===== config.mk =====
export PLATFORM = sky130hd
export DESIGN_NAME = i2c_xfer_seq
export DESIGN_NICKNAME = d
export VERILOG_FILES = /design/src/rtl/i2c_xfer_seq.sv
export SDC_FILE = /design/constraint.sdc
export NUM_CORES = 1
export LEC_CHECK = 0
export ABC_AREA = 1
export BUFFER_PORTS_ARGS = -buffer_cell sky130_fd_sc_hd__buf_2
export CAP_MARGIN = 20
export CORE_ASPECT_RATIO = 1.4
export CORE_UTILIZATION = 56
export DETAILED_ROUTE_END_ITERATION = 8
export GPL_TIMING_DRIVEN = 0
export HOLD_SLACK_MARGIN = 0.06
export PLACE_DENSITY = 0.82
export SYNTH_ARGS = -nofsm -noshare
export SYNTH_HDL_FRONTEND = slang
export SYNTH_SLANG_ARGS = --single-unit

===== constraint.sdc =====
create_clock -name clk -period 2.5 [get_ports clk]
set_input_delay 0.125 -clock clk [delete_from_list [all_inputs] [get_ports clk]]
set_output_delay 0.125 -clock clk [all_outputs]
set_load 0.01 [all_outputs]

===== src/rtl/i2c_xfer_seq.sv =====
// Register-level I2C transaction sequencer: turns one host write/read request into
// the START / WR / RESTART / RD / STOP command stream for a byte-level I2C master.
module i2c_xfer_seq #(
    parameter int TIMEOUT = 4096
) (
    input  logic       clk,
    input  logic       rst,
    input  logic       req,
    input  logic       rnw,
    input  logic [6:0] dev_addr,
    input  logic [7:0] reg_addr,
    input  logic [7:0] wdata,
    output logic       busy,
    output logic       done,
    output logic       nack,
    output logic       tmo,
    output logic [7:0] rdata,
    output logic [2:0] i2c_cmd,
    output logic [7:0] i2c_din,
    output logic       i2c_wr,
    input  logic       i2c_ready,
    input  logic       i2c_done_tick,
    input  logic       i2c_ack,
    input  logic [7:0] i2c_dout
);

    localparam logic [2:0] CMD_START   = 3'b000;
    localparam logic [2:0] CMD_WR      = 3'b001;
    localparam logic [2:0] CMD_RD      = 3'b010;
    localparam logic [2:0] CMD_STOP    = 3'b011;
    localparam logic [2:0] CMD_RESTART = 3'b100;

    localparam int CW = $clog2(TIMEOUT + 1);

    typedef enum logic [2:0] {
        IDLE,
        ISSUE,
        WAIT_ACC,
        WAIT_DONE,
        NEXT
    } state_t;

    state_t         state_reg;
    logic [2:0]     step_reg;
    logic [CW-1:0]  wait_cnt_reg;
    logic           rnw_reg;
    logic [6:0]     dev_reg;
    logic [7:0]     reg_addr_reg;
    logic [7:0]     wdata_reg;
    logic           ack_cap_reg;
    logic [7:0]     dout_cap_reg;

    logic [2:0]     step_cmd;
    logic [7:0]     step_din;
    logic [2:0]     last_step;
    logic           timeout_hit;

    // Command/byte for the current step; the STOP step is the last one of each sequence.
    always_comb begin
        step_cmd = CMD_STOP;
        step_din = 8'h00;
        if (rnw_reg) begin
            case (step_reg)
                3'd0: step_cmd = CMD_START;
                3'd1: begin step_cmd = CMD_WR;  step_din = {dev_reg, 1'b0}; end
                3'd2: begin step_cmd = CMD_WR;  step_din = reg_addr_reg;    end
                3'd3: step_cmd = CMD_RESTART;
                3'd4: begin step_cmd = CMD_WR;  step_din = {dev_reg, 1'b1}; end
                3'd5: begin step_cmd = CMD_RD;  step_din = 8'h01;           end
                default: step_cmd = CMD_STOP;
            endcase
        end else begin
            case (step_reg)
                3'd0: step_cmd = CMD_START;
                3'd1: begin step_cmd = CMD_WR; step_din = {dev_reg, 1'b0}; end
                3'd2: begin step_cmd = CMD_WR; step_din = reg_addr_reg;    end
                3'd3: begin step_cmd = CMD_WR; step_din = wdata_reg;       end
                default: step_cmd = CMD_STOP;
            endcase
        end
    end

    assign last_step   = rnw_reg ? 3'd6 : 3'd4;
    assign timeout_hit = (wait_cnt_reg == CW'(TIMEOUT - 1));

    always_ff @(posedge clk or posedge rst) begin
        if (rst) begin
            state_reg    <= IDLE;
            step_reg     <= 3'd0;
            wait_cnt_reg <= '0;
            rnw_reg      <= 1'b0;
            dev_reg      <= 7'd0;
            reg_addr_reg <= 8'd0;
            wdata_reg    <= 8'd0;
            ack_cap_reg  <= 1'b0;
            dout_cap_reg <= 8'd0;
            busy         <= 1'b0;
            done         <= 1'b0;
            nack         <= 1'b0;
            tmo          <= 1'b0;
            rdata        <= 8'd0;
            i2c_cmd      <= CMD_START;
            i2c_din      <= 8'd0;
            i2c_wr       <= 1'b0;
        end else begin
            i2c_wr       <= 1'b0;
            done         <= 1'b0;
            wait_cnt_reg <= wait_cnt_reg + CW'(1);

            case (state_reg)
                IDLE: begin
                    wait_cnt_reg <= '0;
                    // A request in the done cycle is dropped so IDLE always lasts a cycle.
                    if (req && !done) begin
                        rnw_reg      <= rnw;
                        dev_reg      <= dev_addr;
                        reg_addr_reg <= reg_addr;
                        wdata_reg    <= wdata;
                        step_reg     <= 3'd0;
                        busy         <= 1'b1;
                        nack         <= 1'b0;
                        tmo          <= 1'b0;
                        state_reg    <= ISSUE;
                    end
                end

                ISSUE: begin
                    if (i2c_ready) begin
                        i2c_cmd      <= step_cmd;
                        i2c_din      <= step_din;
                        i2c_wr       <= 1'b1;
                        wait_cnt_reg <= '0;
                        state_reg    <= WAIT_ACC;
                    end else if (timeout_hit) begin
                        tmo       <= 1'b1;
                        done      <= 1'b1;
                        busy      <= 1'b0;
                        state_reg <= IDLE;
                    end
                end

                WAIT_ACC: begin
                    if (!i2c_ready) begin
                        ack_cap_reg  <= 1'b0;
                        wait_cnt_reg <= '0;
                        state_reg    <= WAIT_DONE;
                    end else if (timeout_hit) begin
                        tmo       <= 1'b1;
                        done      <= 1'b1;
                        busy      <= 1'b0;
                        state_reg <= IDLE;
                    end
                end

                WAIT_DONE: begin
                    if (i2c_done_tick) begin
                        ack_cap_reg  <= i2c_ack;
                        dout_cap_reg <= i2c_dout;
                    end
                    if (i2c_ready) begin
                        wait_cnt_reg <= '0;
                        state_reg    <= NEXT;
                    end else if (timeout_hit) begin
                        tmo       <= 1'b1;
                        done      <= 1'b1;
                        busy      <= 1'b0;
                        state_reg <= IDLE;
                    end
                end

                NEXT: begin
                    wait_cnt_reg <= '0;
                    if (step_reg == last_step) begin
                        done      <= 1'b1;
                        busy      <= 1'b0;
                        state_reg <= IDLE;
                    end else if (step_cmd == CMD_WR && ack_cap_reg) begin
                        // Unacknowledged byte: skip the rest and close the bus.
                        nack      <= 1'b1;
                        step_reg  <= last_step;
                        state_reg <= ISSUE;
                    end else begin
                        if (step_cmd == CMD_RD) begin
                            rdata <= dout_cap_reg;
                        end
                        step_reg  <= step_reg + 3'd1;
                        state_reg <= ISSUE;
                    end
                end

                default: begin
                    state_reg <= IDLE;
                    busy      <= 1'b0;
                end
            endcase
        end
    end

endmodule


Word-level counts from Yosys, hierarchy flattened
Index checks and enable logic that the tools add are counted.
{"block": "totals", "in_bits": 38, "output_inout_bits": 24, "word_cells": 108, "register_bits": 76}
{"block": "classes", "bitwise_logic": 2, "n_reduce_logical": 21, "n_eq_ne": 21, "n_addsub": 2, "n_mux": 45}
{"operator": "$pmux W13 S3", "count": 1}
{"operator": "$pmux W8 S4", "count": 1}
{"operator": "$mux W3", "count": 9}
{"operator": "$mux W13", "count": 2}
{"operator": "$pmux W8 S3", "count": 1}
{"operator": "$mux W1", "count": 20}
{"operator": "$ne A2 B2 Y1 const B", "count": 8}
{"operator": "$reduce_and A4 Y1", "count": 4}
{"operator": "$eq A3 B2 Y1 const B", "count": 5}
{"operator": "$pmux W3 S5", "count": 1}
{"operator": "$add A13 B1 Y13 const B", "count": 1}
{"operator": "$eq A13 B12 Y1 const B", "count": 1}
{"operator": "$pmux W3 S4", "count": 1}
{"operator": "$eq A3 B1 Y1 const B", "count": 3}
{"operator": "$eq A3 B3 Y1 const B", "count": 3}
{"operator": "$mux W8", "count": 1}
{"operator": "$logic_not A3 Y1", "count": 2}
{"operator": "$pmux W1 S3", "count": 2}
{"operator": "$pmux W3 S2", "count": 1}
{"operator": "$reduce_and A2 Y1", "count": 3}
{"operator": "$reduce_and A3 Y1", "count": 2}
{"operator": "$reduce_or A3 Y1", "count": 2}
{"operator": "$pmux W1 S2", "count": 2}
{"operator": "$pmux W1 S4", "count": 1}
{"operator": "10 further kinds", "count": 14}

Depth between registers and ports, before layout
Gate-level depths: netlist (run 1).
{"block": "depth", "word_depth": 9, "mapped_depth": 13, "ltp_nobuf": 12}

Worst setup path before layout (run 1)
OpenSTA, ideal clock, no wires.
{"block": "synth_timing", "path_kind": "register -> register", "from": "reg step_reg[0]", "to": "reg rdata[0]", "t_arrival_ps": 1745, "path_stages_with_launch": 12, "setup_slack_ps": 637, "setup_time_ps": 118, "t_required_ps": 2382, "period_less_slack_ps": 1863, "path_buffers": 2, "path_cell_list": "dfrtp_1 > ha_1 > ha_1 > buf_2 > inv_2 > nand2_1 > nor3_1 > a21oi_2 > nand3b_4 > buf_6 > nand2_1 > o21ai_2"}
{"block": "synth_between", "elab_chain_len": 8, "elab_cells_between_ends": 18, "classes_between": "8 x eq/ne; 3 x mux; 2 x bitwise; 5 x reduce/logical"}
{"element": "start, declared", "line": "44", "text": "logic [2:0] step_reg;"}
{"element": "start signal, assigned", "line": "180", "text": "step_reg <= last_step;"}
{"element": "start signal, assigned", "line": "186", "text": "step_reg <= step_reg + 3'd1;"}
{"element": "$eq A3 B2 Y1 (tied with other cells)", "line": "63, 73"}
{"element": "$reduce_or A3 Y1 (no source line)"}
{"element": "$pmux W3 S4 or $pmux W2 S2 (tied branches)", "line": "63, 73"}
{"element": "$mux W3", "line": "62", "text": "if (rnw_reg) begin"}
{"element": "$eq A3 B1 Y1", "line": "177", "text": "end else if (step_cmd == CMD_WR && ack_cap_reg) begin"}
{"element": "$logic_and A1 B1 Y1", "line": "177"}
{"element": "$not A1 Y1 (no source line)"}
{"element": "$reduce_and A4 Y1 (no source line) (*)"}
{"element": "end signal, assigned", "line": "184", "text": "rdata <= dout_cap_reg;"}
{"element": "end, declared", "line": "17", "text": "output logic [7:0] rdata,"}
Every way passes the cells marked *; elsewhere a longest branch is shown, timed or not.
A chain may end at the register's enable or synchronous reset.

Final worst setup path (run 1)
{"block": "layout_timing", "from": "reg step_reg[0]", "to": "reg rdata[1]"}
Same word-level chain as after synthesis.

==> metrics.yaml, run 1 <==
status:
  status: "finished, final reports clean"
timing:
  tightest_slew_ns: 0.895
  fin_crit_sh_pct: 84.7
  rsz0062_at_grt: "false"
  finalSetupViolCount: 0
  hold_ws_ns: 0.0802
  period_needed_ns: 2.12
  skew_ns: 0.0124
  hold_viol: 0
  tns_ns: 0
  clock.fmax_mhz: 472
  slew_violations: 0
  max_slew_margin_pct: 40.3
setup_path:
  cp.arrival_ns: 2.37
  end_kind: "register"
  crit_type: "reg -> reg"
  critPathMaxFanout: 10
  required_ns: 2.76
  startpoint_type: "register"
synth:
  muxShareOfSynthArea_pct: 0
  synth_top_area_share_pct: 53.4
  synthXorXnorAreaFrac_pct: 0.246
  synth.cell_area_sq_mm: 0.00356
  avgSynthCellArea_sq_um: 8.26
  ys_warn_count: 0
  synth-edff-count: 0
  synth_top_family_by_area: "simple AND/OR/NAND/NOR gates"
  synth_top_area_cell: "dfrtp_1"
  synth_cells: 431
  synth_nets: 475
  synth-main-ff-cell: "dfrtp_1"
  synth_compound_area_share_pct: 15.3
  synth_seq_cells: 76
  synth.area.top_cells: "dfrtp_1 (53%), nand2_1 (12%), inv_1 (6.0%), o21ai_0 (5.8%), nor2_1 (4.4%)"
  async_flop_share_pct: 100
  yosys.area_share.simple_pct: 20.9
  synth_cell_types: 28
  synth_fa_ha_area_share_pct: 2.11
  seq_area_frac_synth_pct: 53.4
cts:
  cts_sinks: 76
  cts_buffers: 9
  cts.reportedPaths.clkPinSlew_ns: 0.09
  cts_tree: "done"
  htreeDepth: 3
  insertion_delay_ns: 0.35
  clk_path_buf_depth: 2
  root_buffer: "clkbuf_8"
  cts_setup_buffers: 0
detailed_routing:
  ant_nets: 0
  detail_route.wl_per_cell_um: 13.5
  drt_wl_total_um: 8320
  dr_total_vias: 3243
  remaining_drc_errors: 0
  drtPass1Iterations: 5
  vias_per_cell: 5.28
  drtIter0Drc: 163
pwr:
  vdd_ir_drop_max_mv: 0.815
  power_mw: 4.48
  leakage_nw: 2.38
  powerDensity_mw_per_mm2: 998
finish:
  utilization_pct: 72.8
  largest_reg_flops: 13
  antenna-diode-count: 0
  fillCellCount: 472
  nets: 581
  areaGrowthSynthToFinish_pct: 26.0
  drive_above_1_share_pct: 19.0
  regArea_sq_mm: 0.00190
  multi_input_area_sq_mm: 0.00137
placement:
  io_buffers: 61
  dp_hpwl_um: 5530
  place_congestion: 0.867
floorplanning:
  die_h_um: 96.4
  die_w_um: 69.4
  dieArea_sq_mm: 0.00669
  core_sq_mm: 0.00617
  initial_utilization_pct: 57.7
  placementRows: 34
  io_pins: 62
global_routing:
  antenna_found_initial: 0
  grt_usage_pct: 26.7
  grt_pass1_wl_um: 14000
  grt_start_max_net_pins: 77
  grt_pass1_vias: 3254
  overflow: 0
hold_path:
  worstHoldPathType: "in -> reg"
flow_run:
  max_cap_violations: 0
==> report_power, final <==
part           total, mW  switching (mW)  internal [mW]
clock network      0.894           0.510          0.384
logic               1.74            1.13          0.613
registers           1.85           0.200           1.64
==> worst max-delay path: stages (launching register included) <==
cell and delay [ns]:
dfrtp_1 0.43, ha_1 0.22, ha_1 0.17, buf_2 0.19, inv_2 0.09, nand2_1 0.07, nor3_1 0.22, a21oi_2 0.10
nand3b_4 0.23, buf_6 0.18, nand2_1 0.08, o21ai_2 0.05
==> stage by stage <==
step / area, sq um / instances / setup WS (ns)
floorplan: 3560 / 431 / 0.437
global placement: 3960 / 564 / -0.374
detailed placement: 3960 / 564 / 0.419
CTS: 4490 / 614 / 0.403
global route: 4490 / 614 / 0.169
finish: 4490 / 614 / 0.382
==> final cells by class <==
class                      count  share of cell area (%)
tap                           72                    2.01
buffer                        10                    1.17
multi-input combinational    283                    30.6
timing repair buffer          95                    14.4
sequential                    76                    42.4
clock inverter                 7                    1.45
clock buffer                   9                    2.76
inverter                      62                    5.24
==> cell usage in the layout (no fill, tap or decap) <==
cell	count
nand2_2	2
ha_1	6
dlygate4sd3_1	34
clkbuf_8	9
nand3_1	11
buf_6	1
o32ai_1	1
a21oi_2	1
a31oi_1	1
clkinv_4	2
inv_1	56
inv_6	2
clkbuf_1	3
nand3b_1	2
buf_2	67
nor4_1	1
inv_4	1
inv_2	4
o21ai_2	8
o22ai_1	8
dfrtp_1	76
nor3_1	5
nand2_1	110
nand4_1	3
a21oi_1	29
xnor2_1	1
nand3b_4	1
o211ai_1	4
nor2_1	42
o21ai_0	41
clkinvlp_4	1
o21ai_1	4
inv_8	2
nand2_4	2
clkinv_1	1
==> cells in the mapped netlist, types with 2 or more instances <==
| cell type | number |
|---|---|
| nand2_1 | 110 |
| dfrtp_1 | 76 |
| inv_1 | 57 |
| nor2_1 | 42 |
| o21ai_0 | 41 |
| a21oi_1 | 29 |
| nand3_1 | 11 |
| o21ai_2 | 8 |
| o22ai_1 | 8 |
| buf_2 | 6 |
| ha_1 | 6 |
| nor3_1 | 5 |
| inv_2 | 4 |
| o211ai_1 | 4 |
| o21ai_1 | 4 |
| clkbuf_1 | 3 |
| nand4_1 | 3 |
| nand2_2 | 2 |
| nand2_4 | 2 |
| nand3b_1 | 2 |
==> cells by family after synthesis <==
kind of cell | after synthesis
simple gates | 179
flops | 76
fa+ha+maj | 6
compound gates | 97
buf+inv | 72
xor+xnor | 1
==> layer usage <==
metal  up-vias  share of wire [%]  GRT usage [%]
met5         -                  0              0
met2       100                 54           49.0
li1       1592                  -              -
met3        22                4.5           6.18
met4         0                2.6           11.1
met1      1529                 39           29.8
==> worst paths after layout <==
kind	cells after the start	from	slack, ns	endpoint
min in group asynchronous	3	rst	0.53	i2c_wr$_DFF_PP0_
max in group asynchronous	3	rst	1.38	wait_cnt_reg[8]$_DFF_PP0_
worst min-delay path	3	i2c_ready	0.08	state_reg[2]$_DFFE_PP0N_
worst max register to register	11	step_reg[0]$_DFFE_PP0P_	0.38	rdata[1]$_DFFE_PP0P_
worst max-delay path	11	step_reg[0]$_DFFE_PP0P_	0.38	rdata[1]$_DFFE_PP0P_
worst min register to register	1	wait_cnt_reg[0]$_DFF_PP0_	0.47	wait_cnt_reg[0]$_DFF_PP0_
==> timing repair <==
action / CTS / global route
hold buffers: 34 / 0
gates resized for setup: 0 / 0
hold endpoints to repair: 109 / 0
No activity file was read; power rests on OpenSTA's default activity.
==> run 2, diff against run 1 <==
--- a/config.mk
+++ b/config.mk
@@ -9,11 +9,11 @@
 export BUFFER_PORTS_ARGS = -buffer_cell sky130_fd_sc_hd__buf_2
 export CAP_MARGIN = 20
 export CORE_ASPECT_RATIO = 1.4
-export CORE_UTILIZATION = 56
+export CORE_UTILIZATION = 50
 export DETAILED_ROUTE_END_ITERATION = 8
 export GPL_TIMING_DRIVEN = 0
 export HOLD_SLACK_MARGIN = 0.06
-export PLACE_DENSITY = 0.82
+export PLACE_DENSITY = 0.77
 export SYNTH_ARGS = -nofsm -noshare
 export SYNTH_HDL_FRONTEND = slang
 export SYNTH_SLANG_ARGS = --single-unit
==> constraint.sdc (replaced) <==
create_clock -name clk -period 1.9 [get_ports clk]
set_input_delay 0.095 -clock clk [delete_from_list [all_inputs] [get_ports clk]]
set_output_delay 0.095 -clock clk [all_outputs]
set_load 0.01 [all_outputs]
==> run 2 against run 1 <==
  * Setup slack worse by 0.36 ns
  * Clock power is 40% higher
  * Register-to-register slack worse by 0.36 ns
  * Sequential share of layout area is 1.9 points lower
  * Final cell count is 4.9% higher
  * Global-route usage is 1.8 points lower
  * Critical endpoint is now rdata[0]$_DFFE_PP0P_
  * Highest routed layer unchanged
==> metrics.yaml, run 2 (synthesis gave the netlist of run 1 again) <==
detailed_routing:
  drtIter0Drc: 205
  remaining_drc_errors: 0
  drtPass1Iterations: 5
  dr_total_vias: 3272
  drt_wl_total_um: 8680
  ant_nets: 0
  vias_per_cell: 5.08
  detail_route.wl_per_cell_um: 13.5
floorplanning:
  initial_utilization_pct: 51.3
  dieArea_sq_mm: 0.00747
  die_h_um: 102
  placementRows: 36
  die_w_um: 73.3
  core_sq_mm: 0.00694
  io_pins: 62
cts:
  cts_tree: "done"
  root_buffer: "clkbuf_8"
  htreeDepth: 3
  insertion_delay_ns: 0.36
  cts_sinks: 76
  clk_path_buf_depth: 2
  cts_buffers: 9
  cts.reportedPaths.clkPinSlew_ns: 0.08
timing:
  tightest_slew_ns: 0.777
  period_needed_ns: 1.88
  clock.fmax_mhz: 533
  fin_crit_sh_pct: 98.7
  skew_ns: 0.0113
  finalSetupViolCount: 0
  hold_viol: 0
  setup_slack_ns: 0.0245
  max_slew_margin_pct: 48.1
  slew_violations: 0
setup_path:
  end_kind: "register"
  path_cells: "buf_4 > ha_2 > a21oi_1 > nand3_1 > nand2_1 > a21oi_4 > nand3b_4 > buf_8 > nand2_1 > o21ai_2"
  cpMostUsedCell: "nand2_1"
  reg2regPathDepth: 10
  cp_slowest_cell: "dfrtp_1"
  critPathMaxFanout: 10
  slowest_delay_ns: 0.41
  regToRegSetupSlack_ns: 0.02
  crit_type: "reg -> reg"
  required_ns: 2.15
  startpoint_type: "register"
  cp.arrival_ns: 2.13
pwr:
  vdd_ir_drop_max_mv: 0.836
  powerDensity_mw_per_mm2: 1300
  leakage_nw: 2.44
  power_mw: 6.11
global_routing:
  top_usage_layer: "met2"
  use_met3_pct: 6.61
  grt_start_max_net_pins: 43
  grt_pass1_vias: 3192
  overflow: 0
  met2_usage_pct: 43.4
  grt_pass1_wl_um: 14000
  grt_usage_pct: 24.8
  use_met1_pct: 28.1
  antenna_found_initial: 0
placement:
  dpl.cell_count: 588
  place_ws_ns: -0.159
  placed_cell_area_sq_mm: 0.00401
  place_congestion: 0.886
  io_buffers: 61
  dp_hpwl_um: 5590
hold_path:
  holdPathStages: 5
  worstHoldPathType: "in -> reg"
flow_run:
  max_cap_violations: 0
finish:
  areaGrowthSynthToFinish_pct: 32.0
  nets: 589
  final_area_sq_mm: 0.00470
  antenna-diode-count: 0
  largest_reg_flops: 13
  drive_above_1_share_pct: 23.1
  fin_cells: 644
  layout_common_cells: "nand2_1 (108), dfrtp_1 (75), buf_2 (66)"
  final_common_cell: "nand2_1"
status:
  status: "finished, final reports clean"
run 2: cell types whose count changed in the layout (fill, tap and decap cells not counted), sizes merged:
cell	previous run	this run
inv	65	60
bufinv	0	1
dlygate4sd3	34	35
clkbuf	12	14
clkinv	3	4
buf	68	75
run 2: final cells by class:
class                           count  area (sq um)
Buffer                              9          51.3
Clock buffer                       11           151
Clock inverter                      4          48.8
Fill cell                         599          2240
Inverter                           62           239
Multi-Input combinational cell    283          1450
Sequential cell                    76          1900
Tap cell                           95           119
Timing Repair Buffer              104           741
run 2: worst max-delay path: cells and delay by family, from the launching register on:
| family | cells | cell delay [ns] |
|---|---|---|
| AO/OA/AOI/OAI | 3 | 0.33 |
| buffers and inverters | 2 | 0.32 |
| flip-flops | 1 | 0.41 |
| adder cells (fa/ha/maj) | 1 | 0.23 |
| AND/OR/NAND/NOR | 4 | 0.50 |
run 2: routing by layer:
metal / wire length, um / part of all wire (%) / vias to the layer above
met1: 3540 / 41 / 1543
met3: 333 / 3.8 / 19
met4: 206 / 2.4 / 0
li1: - / - / 1611
met2: 4600 / 53 / 99
met5: 0 / 0 / -
run 2: worst paths after layout:
check | start | endpoint
max | step_reg[0]$_DFFE_PP0P_ | rdata[0]$_DFFE_PP0P_
min | req | state_reg[0]$_DFFE_PP0N_
max reg2reg | step_reg[0]$_DFFE_PP0P_ | rdata[0]$_DFFE_PP0P_
min reg2reg | wait_cnt_reg[0]$_DFF_PP0_ | wait_cnt_reg[0]$_DFF_PP0_
max in group asynchronous | rst | step_reg[1]$_DFFE_PP0P_
min in group asynchronous | rst | rdata[4]$_DFFE_PP0P_
run 2: metrics by stage:
| stage | util, % | TNS, ns | hold WS [ns] |
|---|---|---|---|
| 6_report | 67.7 | 0 | 0.193 |
| 5_1_grt | 67.7 | -0.515 | 0.218 |
| 4_1_cts | 66.3 | 0 | 0.156 |
| 3_5_place_dp | 57.8 | -0.922 | 0.272 |
| 3_3_place_gp | 57.5 | -0.546 | 0.291 |
| 2_1_floorplan | - | 0 | 0.205 |
run 2: timing repair:
item,in CTS,in global routing
resized for setup,5,19
setup buffers,1,6
endpoints found under the setup margin,10,41
hold endpoints to repair,68,0
hold buffers,35,0
pin swaps,0,4
run 2: power breakdown:
group	internal [mW]	switching, mW	total (mW)
logic	0.888	1.56	2.45
clock network	0.669	0.579	1.25
registers	2.17	0.254	2.42
